==> config.mk <==
export PLATFORM = sky130hd
export DESIGN_NAME = mem_port_arbiter
export DESIGN_NICKNAME = d
export VERILOG_FILES = /design/src/rtl/riscv_mem_pkg.sv /design/src/rtl/arb_starve_cnt.sv /design/src/rtl/mem_port_arbiter.sv
export SDC_FILE = /design/constraint.sdc
export NUM_CORES = 1
export LEC_CHECK = 0
export ABC_AREA = 1
export CELL_PAD_IN_SITES_DETAIL_PLACEMENT = 2
export CELL_PAD_IN_SITES_GLOBAL_PLACEMENT = 2
export CORE_MARGIN = 4
export CORE_UTILIZATION = 20
export CTS_CLUSTER_DIAMETER = 40
export DETAILED_ROUTE_END_ITERATION = 6
export PLACE_DENSITY_LB_ADDON = 0.1
export REMOVE_ABC_BUFFERS = 1
export SLEW_MARGIN = 10
export SYNTH_ARGS = -nofsm -noshare
export SYNTH_HDL_FRONTEND = slang
export SYNTH_HIERARCHICAL = 1
export SYNTH_SLANG_ARGS = --single-unit
==> constraint.sdc <==
create_clock -name clk -period 1.8 [get_ports clk]
set_input_delay 0.54 -clock clk [delete_from_list [all_inputs] [get_ports clk]]
set_output_delay 0.54 -clock clk [all_outputs]
set_load 0.005 [all_outputs]
==> src/rtl/riscv_mem_pkg.sv <==
// Shared types and defaults for the unified-memory port arbiter.
// Bus widths here are the defaults; the arbiter can be re-parameterised.
package riscv_mem_pkg;

  localparam int DEF_ADR_WIDTH  = 32;
  localparam int DEF_DATA_WIDTH = 32;
  localparam int DEF_BE_WIDTH   = DEF_DATA_WIDTH / 8;

  typedef logic [DEF_BE_WIDTH-1:0] be_t;

  // Fetches always read a full word.
  localparam be_t FETCH_BE = '1;

  typedef enum logic [1:0] {
    IDLE,
    BUSY_IF,
    BUSY_LS,
    BUSY_DROP
  } arb_state_t;

endpackage

==> src/rtl/arb_starve_cnt.sv <==
// Saturating count of consecutive data grants taken while a fetch was waiting.
// sat tells the arbiter that the fetch port must win the next grant.
module arb_starve_cnt #(
  parameter int unsigned STARVE_LIMIT = 3
) (
  input  logic                                  clk,
  input  logic                                  resetn,
  input  logic                                  inc,
  input  logic                                  clr,
  output logic [$clog2(STARVE_LIMIT+1)-1:0]     cnt,
  output logic                                  sat
);

  localparam int CW = $clog2(STARVE_LIMIT + 1);

  assign sat = (cnt == CW'(STARVE_LIMIT));

  // NOTE: sequential state uses non-blocking assignments so every flop samples
  // pre-edge values, regardless of the order the blocks are evaluated in.
  always_ff @(posedge clk or negedge resetn) begin
    if (!resetn) begin
      cnt <= '0;
    end else if (clr) begin
      cnt <= '0;
    end else if (inc && !sat) begin
      cnt <= cnt + CW'(1);
    end
  end

endmodule

==> src/rtl/mem_port_arbiter.sv <==
// Arbitrates the fetch and load/store ports onto one single-ported memory,
// one transaction at a time, data first with a starvation guard for fetch.
module mem_port_arbiter
  import riscv_mem_pkg::*;
#(
  parameter int          ADR_WIDTH    = DEF_ADR_WIDTH,
  parameter int          DATA_WIDTH   = DEF_DATA_WIDTH,
  parameter int unsigned STARVE_LIMIT = 3
) (
  input  logic                    clk,
  input  logic                    resetn,
  // fetch port
  input  logic                    if_req,
  input  logic [ADR_WIDTH-1:0]    if_adr,
  input  logic                    flush,
  output logic [DATA_WIDTH-1:0]   if_rdata,
  output logic                    if_valid,
  output logic                    if_stall,
  // data port
  input  logic                    ls_req,
  input  logic                    ls_we,
  input  logic [DATA_WIDTH/8-1:0] ls_be,
  input  logic [ADR_WIDTH-1:0]    ls_adr,
  input  logic [DATA_WIDTH-1:0]   ls_wdata,
  output logic [DATA_WIDTH-1:0]   ls_rdata,
  output logic                    ls_valid,
  output logic                    ls_stall,
  // memory side
  output logic                    mem_req,
  output logic                    mem_we,
  output logic [DATA_WIDTH/8-1:0] mem_be,
  output logic [ADR_WIDTH-1:0]    mem_adr,
  output logic [DATA_WIDTH-1:0]   mem_wdata,
  input  logic                    mem_ack,
  input  logic [DATA_WIDTH-1:0]   mem_rdata
);

  localparam int CNT_W = $clog2(STARVE_LIMIT + 1);

  arb_state_t       state_q, state_d;
  logic [CNT_W-1:0] starve_cnt;
  logic             starve_sat;
  logic             grant_ls, grant_if;
  logic             starve_inc, starve_clr;

  assign if_stall = if_req & ~if_valid;
  assign ls_stall = ls_req & ~ls_valid;

  // A request still high in its own valid cycle is treated as the next request.
  // NOTE: every always_comb output gets a default first, so no path leaves a
  // signal unassigned and no latch is inferred.
  always_comb begin
    grant_ls = 1'b0;
    grant_if = 1'b0;
    state_d  = state_q;
    unique case (state_q)
      IDLE: begin
        grant_ls = ls_req & (~if_req | ~starve_sat);
        grant_if = ~grant_ls & if_req & ~flush;
        if (grant_ls)      state_d = BUSY_LS;
        else if (grant_if) state_d = BUSY_IF;
      end
      BUSY_IF: begin
        if (mem_ack)    state_d = IDLE;
        else if (flush) state_d = BUSY_DROP;
      end
      BUSY_LS, BUSY_DROP: begin
        if (mem_ack) state_d = IDLE;
      end
      default: state_d = IDLE;
    endcase
  end

  assign starve_inc = grant_ls & if_req;
  assign starve_clr = (grant_ls & ~if_req) | grant_if;

  arb_starve_cnt #(
    .STARVE_LIMIT (STARVE_LIMIT)
  ) u_starve_cnt (
    .clk    (clk),
    .resetn (resetn),
    .inc    (starve_inc),
    .clr    (starve_clr),
    .cnt    (starve_cnt),
    .sat    (starve_sat)
  );

  always_ff @(posedge clk or negedge resetn) begin
    if (!resetn) state_q <= IDLE;
    else         state_q <= state_d;
  end

  // NOTE: the data registers are reset as well, so nothing downstream ever
  // sees X on the read-data or memory buses coming out of reset.
  always_ff @(posedge clk or negedge resetn) begin
    if (!resetn) begin
      mem_req   <= 1'b0;
      mem_we    <= 1'b0;
      mem_be    <= '0;
      mem_adr   <= '0;
      mem_wdata <= '0;
      if_rdata  <= '0;
      ls_rdata  <= '0;
      if_valid  <= 1'b0;
      ls_valid  <= 1'b0;
    end else begin
      if_valid <= 1'b0;
      ls_valid <= 1'b0;

      if (grant_ls) begin
        mem_req   <= 1'b1;
        mem_we    <= ls_we;
        mem_be    <= ls_be;
        mem_adr   <= ls_adr;
        mem_wdata <= ls_wdata;
      end else if (grant_if) begin
        mem_req   <= 1'b1;
        mem_we    <= 1'b0;
        mem_be    <= '1;
        mem_adr   <= if_adr;
        mem_wdata <= '0;
      end else if (state_q != IDLE && mem_ack) begin
        mem_req <= 1'b0;
      end

      // Acks in IDLE are ignored; a flushed or abandoned fetch never reports.
      if (mem_ack) begin
        unique case (state_q)
          BUSY_IF: begin
            if (if_req && !flush) begin
              if_valid <= 1'b1;
              if_rdata <= mem_rdata;
            end
          end
          BUSY_LS: begin
            if (ls_req) begin
              ls_valid <= 1'b1;
              if (!mem_we) ls_rdata <= mem_rdata;
            end
          end
          default: ;
        endcase
      end
    end
  end

  a_if_req_held: assert property (@(posedge clk) disable iff (!resetn)
    (state_q == BUSY_IF && !flush) |-> if_req);

  a_ls_req_held: assert property (@(posedge clk) disable iff (!resetn)
    (state_q == BUSY_LS) |-> ls_req);

  a_valid_onehot: assert property (@(posedge clk) disable iff (!resetn)
    !(if_valid && ls_valid));

endmodule

==> flow_metrics.tcl <==
set metrics [dict create \
    port_buffers 276 \
    synthDominantCellAreaShare_pct 57.1 \
    drc 0 \
    cts-htree-levels 4 \
    timing.final.max_slew_violations 0 \
    synth_enable_flop_cells 0 \
    source_to_sink_clock_delay_at_the_later_pin_of_the_worst_skew_pair_ns 0.43 \
    drt-vias-per-instance 4.30 \
    place.detailed.hpwl_mm 18.2 \
    critical_path.startpoint_type "flip-flop" \
    worst-path-buf-inv 1 \
    drtPass1Iterations 4 \
    grt_pass1_wl_mm 40.5 \
    grt-ovfl-total 0 \
    worstPathRequired_ns 1.26 \
    cts_buffers 17 \
    final_hold_viol_count 0 \
    synth_top_cell_by_area "dfrtp_1" \
    post_synth_num_cell_types 21 \
    worst_path_top_cell_family_by_delay "flip-flops" \
    routed-via-count 6222 \
    min-delay-path-class "flip-flop to flip-flop" \
    die-height_um 183 \
    final_cell_utilization_of_the_core_pct 34.0 \
    unrepaired_setup_endpoints_after_global_routing "no" \
    ys_seq_elements 140 \
    synth.cells.most_frequent "nand2_1, dfrtp_1, nand3_1, inv_1" \
    run_status "finished clean" \
    worstSetupPathDepth 1 \
    synth-main-ff-cell "dfrtp_1" \
    timing.hold.worst_path_depth 2 \
    postSynthAreaPerCell_um2 8.22 \
    maxSlewHeadroom_pct 73.9 \
    coreArea_mm2 0.0300 \
    place_ws_ns -0.465 \
    worstRegToRegCells 9 \
    final.setup_skew_ns 0.0142 \
    tritoncts_clock_tree "yes" \
    routabilityCongestion 0.725 \
    layout_fillers 3408 \
    grt_antenna_before_repair 0 \
    area_growth_pct 66.0 \
    yosys_warnings 6 \
    crit_path_max_fanout 3 \
    critical-path-max-stage-delay_ns 0.42 \
    clk_pin_slew_ns 0.06 \
    pin_count_of_the_biggest_net_entering_global_routing 68 \
    min_period_ns 1.71 \
    layout_worst_path_cycle_share_pct 94.8 \
    ys_seq_area_share_pct 57.1 \
    synth.area.top_cells "dfrtp_1, nand2_1, nand3_1" \
    syn_std_cell_area_mm2 0.00613 \
    synth_most_common_cell "nand2_1" \
    layout-drive-gt1-share_pct 9.36 \
    number_of_drc_markers_after_the_initial_detailed_route_iteration 194 \
    inserted_diodes 0 \
    worst_slew_pin_slew_ns 0.392 \
    critPathCaptureType "primary output" \
    nets 1185 \
    clock_path_buffers 2 \
    detail_route.wl_per_cell_um 18.1 \
    grt_pass1_vias 6848 \
    type_of_the_worst_setup_path "flip-flop to primary output" \
    final_antenna_net_count 0 \
    critPathArrivalTime_ns 1.17 \
    ios 277 \
    fp.dieArea_mm2 0.0335 \
    total_leakage_power_uw 0.00534 \
    totalPowerFinal_uw 15200 \
    numClockSinks 140 \
    power_density_mw_per_mm2 1490 \
    slowest_stage "dfrtp_1" \
    initial_core_util_pct 20.5 \
    dieWidth_um 183 \
    crit_path_cell_trace "dlygate4sd2_1" \
    grtUsageTotal_pct 15.4 \
    postRouteWirelength_mm 26.2 \
    cap_violations 0 \
    irDropWorstVdd_mv 0.536 \
    number_of_cells_produced_by_synthesis 746 \
    rows 63 \
    share_of_async_settable_or_async_resettable_flops_after_synthesis_pct 100 \
    final.setup.worst_slack_ns 0.0933 \
    maxClockFrequency_ghz 0.586 \
    cts-root-buf "clkbuf_16" \
    setup_viol 0 \
]
metal layers:
layer	vias to the layer above	track usage, %	routed length, um
met4	0	2.95	194
met1	3028	20.5	11900
met2	183	24.2	12000
met5	-	0	0
li1	2995	-	-
met3	16	5.63	2150
placed cells by master, fill, tap and decap left out, drive strengths merged:
master and count:
nand2 322, dlygate4sd3 1, dlygate4sd2 138, clkdlybuf4s15 2
nand3 79, nand4 33, clkbuf 20, inv 51
clkinv 4, nor4 1, a21oi 1, buf 53
dfrtp 140, clkdlybuf4s50 135, clkinvlp 2, ha 1
nor2 9, o21ai 66
stage by stage:
step / TNS [ns] / instances / cell area (um^2) / hold WS [ns]
after global routing: 0 / 1448 / 10200 / 0.521
after global placement: -39.75 / 1403 / 9650 / 0.453
after CTS: 0 / 1447 / 10100 / 0.497
final: 0 / 1448 / 10200 / 0.490
after floorplan: -65.43 / 696 / 5910 / 0.244
after detailed placement: -44.08 / 1403 / 9650 / 0.455
layout make-up:
cell class / count / area, um^2 / share of cell area, %
Inverter: 44 / 165 / 1.62
Sequential cell: 140 / 3500 / 34.4
Clock buffer: 19 / 453 / 4.45
Tap cell: 390 / 488 / 4.79
Timing Repair Buffer: 330 / 3190 / 31.4
Clock inverter: 13 / 124 / 1.22
Multi-Input combinational cell: 512 / 2250 / 22.1
repair_timing:
item                                   in CTS  in global routing
endpoints found under the hold margin      10                  0
buffers inserted                           11                  0
resized for setup                         143                  1
hold buffers                                1                  0
setup endpoints to repair                 138                 23
gates cloned                                0                  1
registers in the layout, indices dropped and copies added (netlist names):
signal            flops
mem_we                1
ls_rdata             32
mem_adr              32
mem_be                4
if_rdata             32
mem_req               1
mem_wdata            32
state_q               2
u_starve_cnt/cnt      2
ls_valid              1
if_valid              1
kinds of logic after synthesis:
family                   Yosys count  share of synthesized area, %
AO/OA/AOI/OAI                     67                          5.47
buffers and inverters             94                          6.24
AND/OR/NAND/NOR                  444                          30.9
adder cells (fa/ha/maj)            1                         0.204
flip-flops                       140                          57.1
final timing paths:
path,from,to,slack (ns)
max reg2reg,u_starve_cnt/cnt[0],mem_be[3],0.17
min in group asynchronous,resetn,mem_adr[17],0.57
min,ls_rdata[3],ls_rdata[3],0.49
min reg2reg,ls_rdata[3],ls_rdata[3],0.49
max,mem_we,mem_we,0.09
max in group asynchronous,resetn,ls_rdata[15],0.63
where the power goes:
part | leakage, uW | switching (uW) | internal, uW
logic | 0.00330 | 3270 | 3070
clock network | 0.000280 | 1630 | 1900
registers | 0.00176 | 730 | 4590
Power figures use the tool's default switching activity.
